File: src/rtl/serial_subtractor.sv
// Bit-serial unsigned subtractor: diff = a - b (LSB first, one bit per clock).
// Define SERIAL_SUB_BIN_EN to add a borrow-in port (bin) for chaining wider subtractions.
module serial_subtractor #(
  parameter int WIDTH = 8,
  parameter int CNT_W = $clog2(WIDTH + 1)
) (
  input  logic             clk,
  input  logic             rst,
  input  logic             start,
  input  logic [WIDTH-1:0] a,
  input  logic [WIDTH-1:0] b,
`ifdef SERIAL_SUB_BIN_EN
  input  logic             bin,
`endif
  output logic             busy,
  output logic             done,
  output logic [WIDTH-1:0] diff,
  output logic             borrow_out,
  output logic [1:0]       dbg_state
);

  // Handshake: start is accepted on a rising edge whenever the FSM is not in
  // SHIFT (i.e. IDLE or DONE); while busy=1 start is ignored. done is a
  // one-cycle pulse, and diff/borrow_out hold until the next completion.

  typedef enum logic [1:0] {
    IDLE  = 2'd0,
    SHIFT = 2'd1,
    DONE  = 2'd2
  } state_t;

  state_t           state_q, state_d;
  logic [WIDTH-1:0] sa_q, sa_d;
  logic [WIDTH-1:0] sb_q, sb_d;
  logic [WIDTH-1:0] res_q, res_d;
  logic             br_q, br_d;
  logic [CNT_W-1:0] cnt_q, cnt_d;
  logic [WIDTH-1:0] diff_q, diff_d;
  logic             bout_q, bout_d;

  logic             d_bit;
  logic             br_nxt;
  logic [WIDTH-1:0] res_shift;
  logic             bin_init;

`ifdef SERIAL_SUB_BIN_EN
  assign bin_init = bin;
`else
  assign bin_init = 1'b0;
`endif

  // Single full-subtractor cell acting on the current LSBs.
  assign d_bit     = sa_q[0] ^ sb_q[0] ^ br_q;
  assign br_nxt    = (~sa_q[0] & sb_q[0]) | (~(sa_q[0] ^ sb_q[0]) & br_q);
  assign res_shift = {d_bit, res_q[WIDTH-1:1]};

  always_comb begin
    state_d = state_q;
    sa_d    = sa_q;
    sb_d    = sb_q;
    res_d   = res_q;
    br_d    = br_q;
    cnt_d   = cnt_q;
    diff_d  = diff_q;
    bout_d  = bout_q;

    case (state_q)
      IDLE, DONE: begin
        state_d = IDLE;
        if (start) begin
          sa_d    = a;
          sb_d    = b;
          br_d    = bin_init;
          cnt_d   = '0;
          state_d = SHIFT;
        end
      end
      SHIFT: begin
        sa_d  = sa_q >> 1;
        sb_d  = sb_q >> 1;
        res_d = res_shift;
        br_d  = br_nxt;
        cnt_d = cnt_q + 1'b1;
        if (cnt_q == CNT_W'(WIDTH - 1)) begin
          diff_d  = res_shift;
          bout_d  = br_nxt;
          state_d = DONE;
        end
      end
      default: state_d = IDLE;
    endcase
  end

  always_ff @(posedge clk or posedge rst) begin
    if (rst) begin
      state_q <= IDLE;
      sa_q    <= '0;
      sb_q    <= '0;
      res_q   <= '0;
      br_q    <= 1'b0;
      cnt_q   <= '0;
      diff_q  <= '0;
      bout_q  <= 1'b0;
    end else begin
      state_q <= state_d;
      sa_q    <= sa_d;
      sb_q    <= sb_d;
      res_q   <= res_d;
      br_q    <= br_d;
      cnt_q   <= cnt_d;
      diff_q  <= diff_d;
      bout_q  <= bout_d;
    end
  end

  assign busy       = (state_q == SHIFT);
  assign done       = (state_q == DONE);
  assign diff       = diff_q;
  assign borrow_out = bout_q;
  assign dbg_state  = state_q;

endmodule
File: config.mk
export PLATFORM = sky130hd
export DESIGN_NAME = serial_subtractor
export DESIGN_NICKNAME = d
export VERILOG_FILES = /design/src/rtl/serial_subtractor.sv
export SDC_FILE = /design/constraint.sdc
export NUM_CORES = 1
export LEC_CHECK = 0
export ABC_CLOCK_PERIOD_IN_PS = 1900
export CAP_MARGIN = 30
export CORE_ASPECT_RATIO = 0.75
export CORE_MARGIN = 3
export CORE_UTILIZATION = 30
export CTS_CLUSTER_DIAMETER = 80
export DETAILED_ROUTE_END_ITERATION = 10
export GPL_ROUTABILITY_DRIVEN = 0
export HOLD_SLACK_MARGIN = 0.1
export MAX_ROUTING_LAYER = met4
export PLACE_DENSITY_LB_ADDON = 0.05
export SLEW_MARGIN = 20
export SYNTH_ARGS = -nofsm -noshare
export SYNTH_HDL_FRONTEND = slang
export SYNTH_SLANG_ARGS = --single-unit
File: constraint.sdc
create_clock -name clk -period 1.9 [get_ports clk]
set_input_delay 0.38 -clock clk [delete_from_list [all_inputs] [get_ports clk]]
set_output_delay 0.38 -clock clk [all_outputs]
set_load 0.01 [all_outputs]
==> impl_metrics.toml, run 1 <==
[outcome]
outcome = "finished, final reports clean"

[cells_and_area]
nFillCells = 512
nets = 204
syn_to_final_growth_pct = 31.4
finalInstanceArea_um2 = 2140
drive_gt1_share_pct = 13.0
diodes = 0

[floorplan]
start_util_pct = 32.1
die-area_um2 = 6360
die_w_um = 91.1
dieHeight_um = 69.8
core-area_um2 = 5060
io_pins = 32
row_count = 22

[cts]
clk_path_buf_depth = 2
numCtsBuffers = 5
worstSkewPairLatency_ns = 0.28
clk_pin_slew_ns = 0.07
htree_levels = 2
clock_sinks = 39
holdBufCountCts = 0
clock-root-buffer = "clkbuf_8"
cts_resized = 2
cts_setup_buffers = 0
cts_tree = "yes"

[yosys]
synth.largest_area_cell = "dfrtp_1"
synth_area_leaders = "dfrtp_1 60%, nand2_1 8.5%, a22oi_1 6.0%"
synth_top_area_share_pct = 60.0
syn_area_um2 = 1630
ys_seq_area_share_pct = 60.0
synth-edff-count = 0
yosys_warnings = 0
ys_types = 24
synth_fp_nets = 168
syn_inst = 147
synthFlopType = "dfrtp_1"
synth_seq_cells = 39
syn_avg_cell_area_um2 = 11.1
async_flop_share_pct = 100

[critical_path]
max_stage_delay_ns = 0.54
slowest_stage = "clkdlybuf4s50_1"
critPathLaunchType = "flip-flop"
cp-end-kind = "output port"
crit_chain = "nor2b_1 -> clkdlybuf4s50_1"
setup.worst_path.class = "flip-flop to output port"
path_max_fanout = 5
required_ns = 1.52
ff2ff_path_depth = 5
arrival_ns = 1.39

[power]
p_total_uw = 3370
p_leak_uw = 0.000998
peakVddDrop_mv = 0.559
p_per_area_nw_per_um2 = 1580

[min_path]
worstHoldPathType = "flip-flop to flip-flop"
min_path_cells = 2

[routing]
num_vias = 1177
wl_um = 3510
ant_nets = 0
viasPerCell = 4.60
drtIter0Drc = 44
wl_per_cell_um = 13.7
drtPass1Iterations = 4
drc = 0

[place]
place_area_um2 = 2040
io_buffers = 31
dp_hpwl_um = 2310
pre_cts_slack_ns = 0.247

[sta]
relSlewSlack_pct = 66.7
fin_ws_ns = 0.131
hold_viol = 0
fmax_mhz = 565
rsz0062_at_grt = "false"
period_needed_ns = 1.77
finalSetupViolCount = 0
tightest_slew_ns = 0.500
slew_violations = 0
setup_tns_ns = 0
fin_worst_skew_ns = 0.00579
fin_crit_sh_pct = 93.1

[grt]
grt_pass1_vias = 1156
grt_first_pass_wirelength_um = 5940
grt_use_total_pct = 12.2
grt_max_degree = 40
overflow = 0
antenna_found_initial = 0

[run]
max-cap-violations = 0
## cells by family after synthesis
family	Yosys count	share of synthesized area, %
DFF	39	60.0
and+or+nand+nor	60	16.7
adders and majority gates	2	2.00
AOI/OAI and AO/OA	20	9.61
buffers and inverters	14	3.84
muxes	11	7.38
xor gates and xnor gates	1	0.538
## layer usage
| metal | GRT usage, % | routed length, µm | up-vias | part of all wire, % |
|---|---|---|---|---|
| met3 | 4.34 | 178 | 2 | 5.1 |
| li1 | - | - | 576 | - |
| met1 | 17.5 | 1790 | 577 | 51 |
| met5 | - | 0 | - | 0 |
| met4 | 3.51 | 18 | 0 | 0.51 |
| met2 | 16.0 | 1530 | 22 | 43 |
## Yosys cell counts (2+ instances only)
library cell  count
buf_2             2
mux2_2            8
dfrtp_1          39
nand2b_1          2
nand3_1          13
nor2_1            2
a22o_1            4
nor2b_1           2
mux2i_1           3
a22oi_1          13
clkbuf_1          6
nand2_1          37
inv_1             5
## worst max-delay path: cells and delay by family (launching register included)
family	cells	cell delay (ns)
buffers and inverters	1	0.54
DFF	1	0.44
and+or+nand+nor	1	0.13
## path summary, 6_finish.rpt
check	start	endpoint	slack, ns
min in group asynchronous	rst	res_q[3]	0.52
max in group asynchronous	rst	diff[7]	1.03
min	res_q[1]	res_q[1]	0.48
min reg2reg	res_q[1]	res_q[1]	0.48
max	dbg_state[0]	done	0.13
max reg2reg	cnt_q[0]	diff[7]	0.42
## power breakdown
part / total (µW) / internal, µW / switching (µW)
registers: 1420 / 1200 / 226
clock network: 606 / 331 / 274
logic: 1340 / 661 / 682
## final cells by class
type,instances,area (µm²),area share (%)
Sequential cell,39,976,45.6
Multi-Input combinational cell,94,592,27.7
Timing Repair Buffer,38,362,16.9
Clock buffer,8,100,4.68
Tap cell,72,90.1,4.21
Inverter,5,18.8,0.878
## per-stage QoR
| step | hold slack (ns) | util, % | instances |
|---|---|---|---|
| after global routing | 0.494 | 42.2 | 256 |
| after global placement | 0.456 | 40.2 | 248 |
| after CTS | 0.481 | 42.2 | 256 |
| after floorplan | 0.440 | - | 147 |
| after detailed placement | 0.462 | 40.2 | 248 |
| final | 0.476 | 42.2 | 256 |
## state kept, by name, indices dropped and copies added, names as in the netlist
| register | cells |
|---|---|
| br_q | 1 |
| res_q | 7 |
| borrow_out | 1 |
| dbg_state | 2 |
| sa_q | 8 |
| cnt_q | 4 |
| sb_q | 8 |
| diff | 8 |
## placed cells by master, fill, tap and decap left out, drive strengths merged
cell type	Yosys	layout
mux2	8	8
xnor2	1	1
buf	3	7
a221o	1	1
a22oi	13	13
fa	1	1
dfrtp	39	39
nand2	37	37
inv	5	5
o21ai	1	1
o2bb2ai	1	1
nor3	2	2
clkdlybuf4s50	0	30
a22o	4	4
dlygate4sd2	0	1
nand3	13	13
clkbuf	6	8
nand4	1	1
mux2i	3	3
ha	1	1
nor2	2	2
nor2b	2	2
and2b	1	1
nand2b	2	2
Note: power is estimated with default switching activity, not from simulation.
==> run 2: changes to the inputs <==
CTS_BUF_LIST = sky130_fd_sc_hd__clkbuf_4 sky130_fd_sc_hd__clkbuf_8 sky130_fd_sc_hd__clkbuf_16   (was not set)
==> run 2 against run 1 <==
Flip-flop and latch count is the same. Sequential share of layout area shrank 0.080 points. Worst hold slack is the same. Routed wire length is essentially flat. Clock power grew 2%. Design area grew 0.18%. Die area is the same. Critical path depth is the same. Critical endpoint unchanged.
==> impl_metrics.toml, run 2 (synthesized netlist as in run 1, its figures left out) <==
[cts]
clk_pin_slew_ns = 0.07
clock_sinks = 39
worstSkewPairLatency_ns = 0.28
holdBufCountCts = 0
numCtsBuffers = 5
clk_path_buf_depth = 2
cts_tree = "yes"
htree_levels = 2
clock-root-buffer = "clkbuf_8"

[routing]
num_vias = 1182
wl_per_cell_um = 13.7
wl_um = 3510
drtIter0Drc = 44
viasPerCell = 4.62
ant_nets = 0
drtPass1Iterations = 4
drc = 0

[cells_and_area]
syn_to_final_growth_pct = 31.6
diodes = 0
mostFrequentLayoutCells = "39 x dfrtp_1, 37 x nand2_1, 30 x clkdlybuf4s50_1"
nets = 204
nFillCells = 511
fin_cells = 256
mostFrequentLayoutCell = "dfrtp_1"
drive_gt1_share_pct = 13.6

[sta]
slew_violations = 0
setup_tns_ns = 0
finalSetupViolCount = 0
fmax_mhz = 565
period_needed_ns = 1.77
fin_worst_skew_ns = 0.00560
tightest_slew_ns = 0.500
relSlewSlack_pct = 66.7
fin_crit_sh_pct = 93.1
whs_ns = 0.476
rsz0062_at_grt = "false"
hold_viol = 0
fin_ws_ns = 0.130

[power]
p_total_uw = 3390
p_per_area_nw_per_um2 = 1580
p_leak_uw = 0.00100
peakVddDrop_mv = 0.559

[critical_path]
required_ns = 1.52
r2r_start = "cnt_q[0]"
path_max_fanout = 5
rr_endpoint = "diff[7]"
arrival_ns = 1.39
ff2ff_path_depth = 5
ff2ff_setup_slack_ns = 0.42
cp-end-kind = "output port"
critPathLaunchType = "flip-flop"
setup.worst_path.class = "flip-flop to output port"

[min_path]
min_path_cells = 2
worstHoldPathType = "flip-flop to flip-flop"
min_to = "res_q[1]"
min_from = "res_q[1]"

[outcome]
outcome = "finished, final reports clean"

[floorplan]
die_w_um = 91.1
start_util_pct = 32.1
dieHeight_um = 69.8
die-area_um2 = 6360
core-area_um2 = 5060
io_pins = 32
row_count = 22

[grt]
grt_max_degree = 40
grt_use_total_pct = 12.2
antenna_found_initial = 0
grt_first_pass_wirelength_um = 5940
overflow = 0
grt_pass1_vias = 1156

[place]
dp_hpwl_um = 2310
dp_cells = 248
pre_cts_slack_ns = 0.247
io_buffers = 31

[run]
max-cap-violations = 0
run 2: area by class of cell:
type / count / area (µm²) / share of cell area, %
inverter: 5 / 18.8 / 0.876
multi-input combinational: 94 / 592 / 27.6
clock buffer: 8 / 104 / 4.85
timing repair buffer: 38 / 362 / 16.9
tap: 72 / 90.1 / 4.21
sequential: 39 / 976 / 45.6
run 2: worst max path at each step:
stage	depth (start not counted)	start	slack, ns	end
after floorplan	4	dbg_state[1]	0.37	diff[0]
after global placement	5	start	0.27	sb_q[2]
after detailed placement	5	start	0.25	sb_q[2]
after CTS	2	dbg_state[0]	0.11	done
after global routing	2	dbg_state[0]	0.06	done
final	2	dbg_state[0]	0.13	done
run 2: power by group:
part | switching (µW) | internal [µW] | leakage [µW]
Clock | 275 | 346 | 0.0000549
Combinational | 682 | 661 | 0.000453
Sequential | 226 | 1200 | 0.000494
Total | 1180 | 2210 | 0.00100
run 2: layer usage:
layer	vias to the layer above	part of all wire [%]	global-route usage [%]
li1	576	-	-
met1	582	51	17.5
met2	22	43	16.0
met3	2	5.1	4.34
met4	0	0.51	3.51
met5	-	0	-
run 2: worst max-delay path, cell delays in order (launching register included):
cell and delay (ns):
dfrtp_1 0.44, nor2b_1 0.13, clkdlybuf4s50_1 0.54
run 2: per-stage QoR:
stage,utilization (%),cell area (µm²)
3_3_place_gp,40.2,2040
2_1_floorplan,-,1630
5_1_grt,42.3,2140
6_report,42.3,2140
4_1_cts,42.3,2140
3_5_place_dp,40.2,2040
run 2: repair_timing:
item                                    CTS  global route
gates resized for setup                   2             0
setup buffers                             0             0
endpoints found under the setup margin    1             0
==> run 3: changes to the inputs <==
SLEW_MARGIN = 15   (was 20)
==> results of run 3 <==
Final layout, timing and power as in run 2 (identical DEF).
==> variant: new RTL, flow settings as in run 1 <==
Register the output `dbg_state` once more, without a reset; this adds one clock of latency there. The other outputs are not delayed to match.
--- a/src/rtl/serial_subtractor.sv
+++ b/src/rtl/serial_subtractor.sv
@@ -118,5 +118,7 @@
   assign diff       = diff_q;
   assign borrow_out = bout_q;
-  assign dbg_state  = state_q;
+  always_ff @(posedge clk) begin
+    dbg_state <= state_q;
+  end
 
 endmodule
Formal check against the unedited RTL: not equivalent (a bounded check fails within 4 cycles, from zero or initial values and one cycle with rst high).
==> variant against run 1 <==
- setup slack improved by 0.018 ns
- sequential cell count is 2 higher
- routed wire length increased by 3.2%
- maximum frequency increased by 1.0%
- area after synthesis rose by 2.5%
- non-clock buffer count unchanged
- first-iteration DRC count is 130% higher
- largest cell class unchanged
- total power rose by 3.1%
- cell area grew 2.5%
- highest routed layer unchanged
==> variant: results (changes against run 1) <==
place_area_um2: 2090  # +2.6%
cp.arrival_ns: 1.37  # -0.02 ns
comb_power_uw: 1380  # +3%
place_hpwl_um: 2460  # +6.5%
wl_met2_um: 1620  # +6.1%
max_stage_delay_ns: 0.54  # about the same
cp_top_family: "buffers and inverters"
antenna_found_initial: 0  # unchanged
dp.cells: 250  # +0.81%
synthArstFlopShare_pct: 95.1  # -4.9 points
drt_iter0_drc: 100  # +130%
tightestPinTransition_ns: 0.655  # +0.155 ns
ys_top_cells_by_area: "dfrtp_1 (59%), nand2_1 (8.3%), a22oi_1 (5.9%)"
status: "finished, final reports clean"
syn_inst: 149  # +1.4%
post-cts-setup-buffers: 0  # unchanged
irDropWorstVdd_uv: 629  # +12%
p_leak_uw: 0.00102  # +2.3%
grt_pass1_wl_um: 6290  # +5.9%
synth.net_count: 170  # +1.2%
clkPwrFrac_pct: 17.7  # -0.3 points
cts_max_level: 2  # unchanged
antenna_cells: 0  # unchanged
wl_per_cell_um: 14.1  # +2.4%
vias: 1198  # +1.8%
seq_area_frac_synth_pct: 60.9  # +0.96 points
layout-drive-gt1-share_pct: 13.4  # +0.40 points
grt.total_usage_pct: 12.7  # +0.47 points
worstHoldPathCells: 0  # -2
wl_met3_um: 168  # -5.6%
cp_max_fo: 5  # unchanged
layoutNonFillerInstCount: 258  # +0.78%
synth_common_cells: "dfrtp_1 (39), nand2_1 (37), a22oi_1 (13), nand3_1 (13), mux2_2 (8)"
clk_pin_slew_ns: 0.08
skew_ns: 0.00463  # -0.00116 ns
ys_types: 25  # +4.2%
port_buffers: 31  # unchanged
hold_class: "reg -> reg"
grt_pass1_vias: 1252  # +8.3%
fin_nets: 206  # +0.98%
fillers: 510  # -0.39%
cts_root_buf: "clkbuf_8"
grt_max_degree: 40  # unchanged
m1WireLength_um: 1820  # +1.6%
netSwitchingPower_uw: 1220  # +3.0%
max-clock-path-buffers: 2  # unchanged
## variant: changes by cell type in the layout (fill, tap and decap cells not counted), sizes merged
cell / run 1 / this run
clkbuf: 8 / 7
clkinv: 0 / 1
dfxtp: 0 / 2
## variant: area by class of cell
type / count / area share [%]
sequential: 41 / 46.3
timing repair buffer: 38 / 17.1
multi-input combinational: 94 / 27.0
clock buffer: 7 / 4.39
clock inverter: 1 / 0.228
tap: 72 / 4.11
inverter: 5 / 0.856
## variant: through the flow
step / power, uW / utilization (%) / setup WS [ns]
6_report: 3480 / 42.8 / 0.148
5_1_grt: 3790 / 42.8 / 0.0571
4_1_cts: 3530 / 42.8 / 0.107
3_5_place_dp: 2900 / 40.8 / 0.201
3_3_place_gp: 2870 / 40.8 / 0.254
2_1_floorplan: 2350 / - / 0.430
## variant: worst paths after layout
path,slack (ns),to,startpoint
worst min register to register,0.39,dbg_state[1],state_q[1]
worst max register to register,0.35,diff[7],cnt_q[0]
min in group asynchronous,0.50,diff[6],rst
worst max-delay path,0.15,done,state_q[0]
worst min-delay path,0.39,dbg_state[1],state_q[1]
max in group asynchronous,1.04,res_q[4],rst
## variant: metal layers
| metal | GRT usage [%] | vias up |
|---|---|---|
| met1 | 17.6 | 590 |
| li1 | - | 577 |
| met2 | 17.6 | 29 |
| met5 | - | - |
| met4 | 3.95 | 0 |
| met3 | 4.14 | 2 |
## variant: cells by family after synthesis
| group | share of synthesized area [%] |
|---|---|
| buf+inv | 3.75 |
| fa+ha+maj | 1.95 |
| simple gates | 16.3 |
| flops | 60.9 |
| mux | 7.20 |
| compound gates | 9.38 |
| xor+xnor | 0.525 |
## variant: repair_timing
action	in CTS	in global routing
hold buffers	0	0
resized for setup	2	0
setup endpoints to repair	1	0
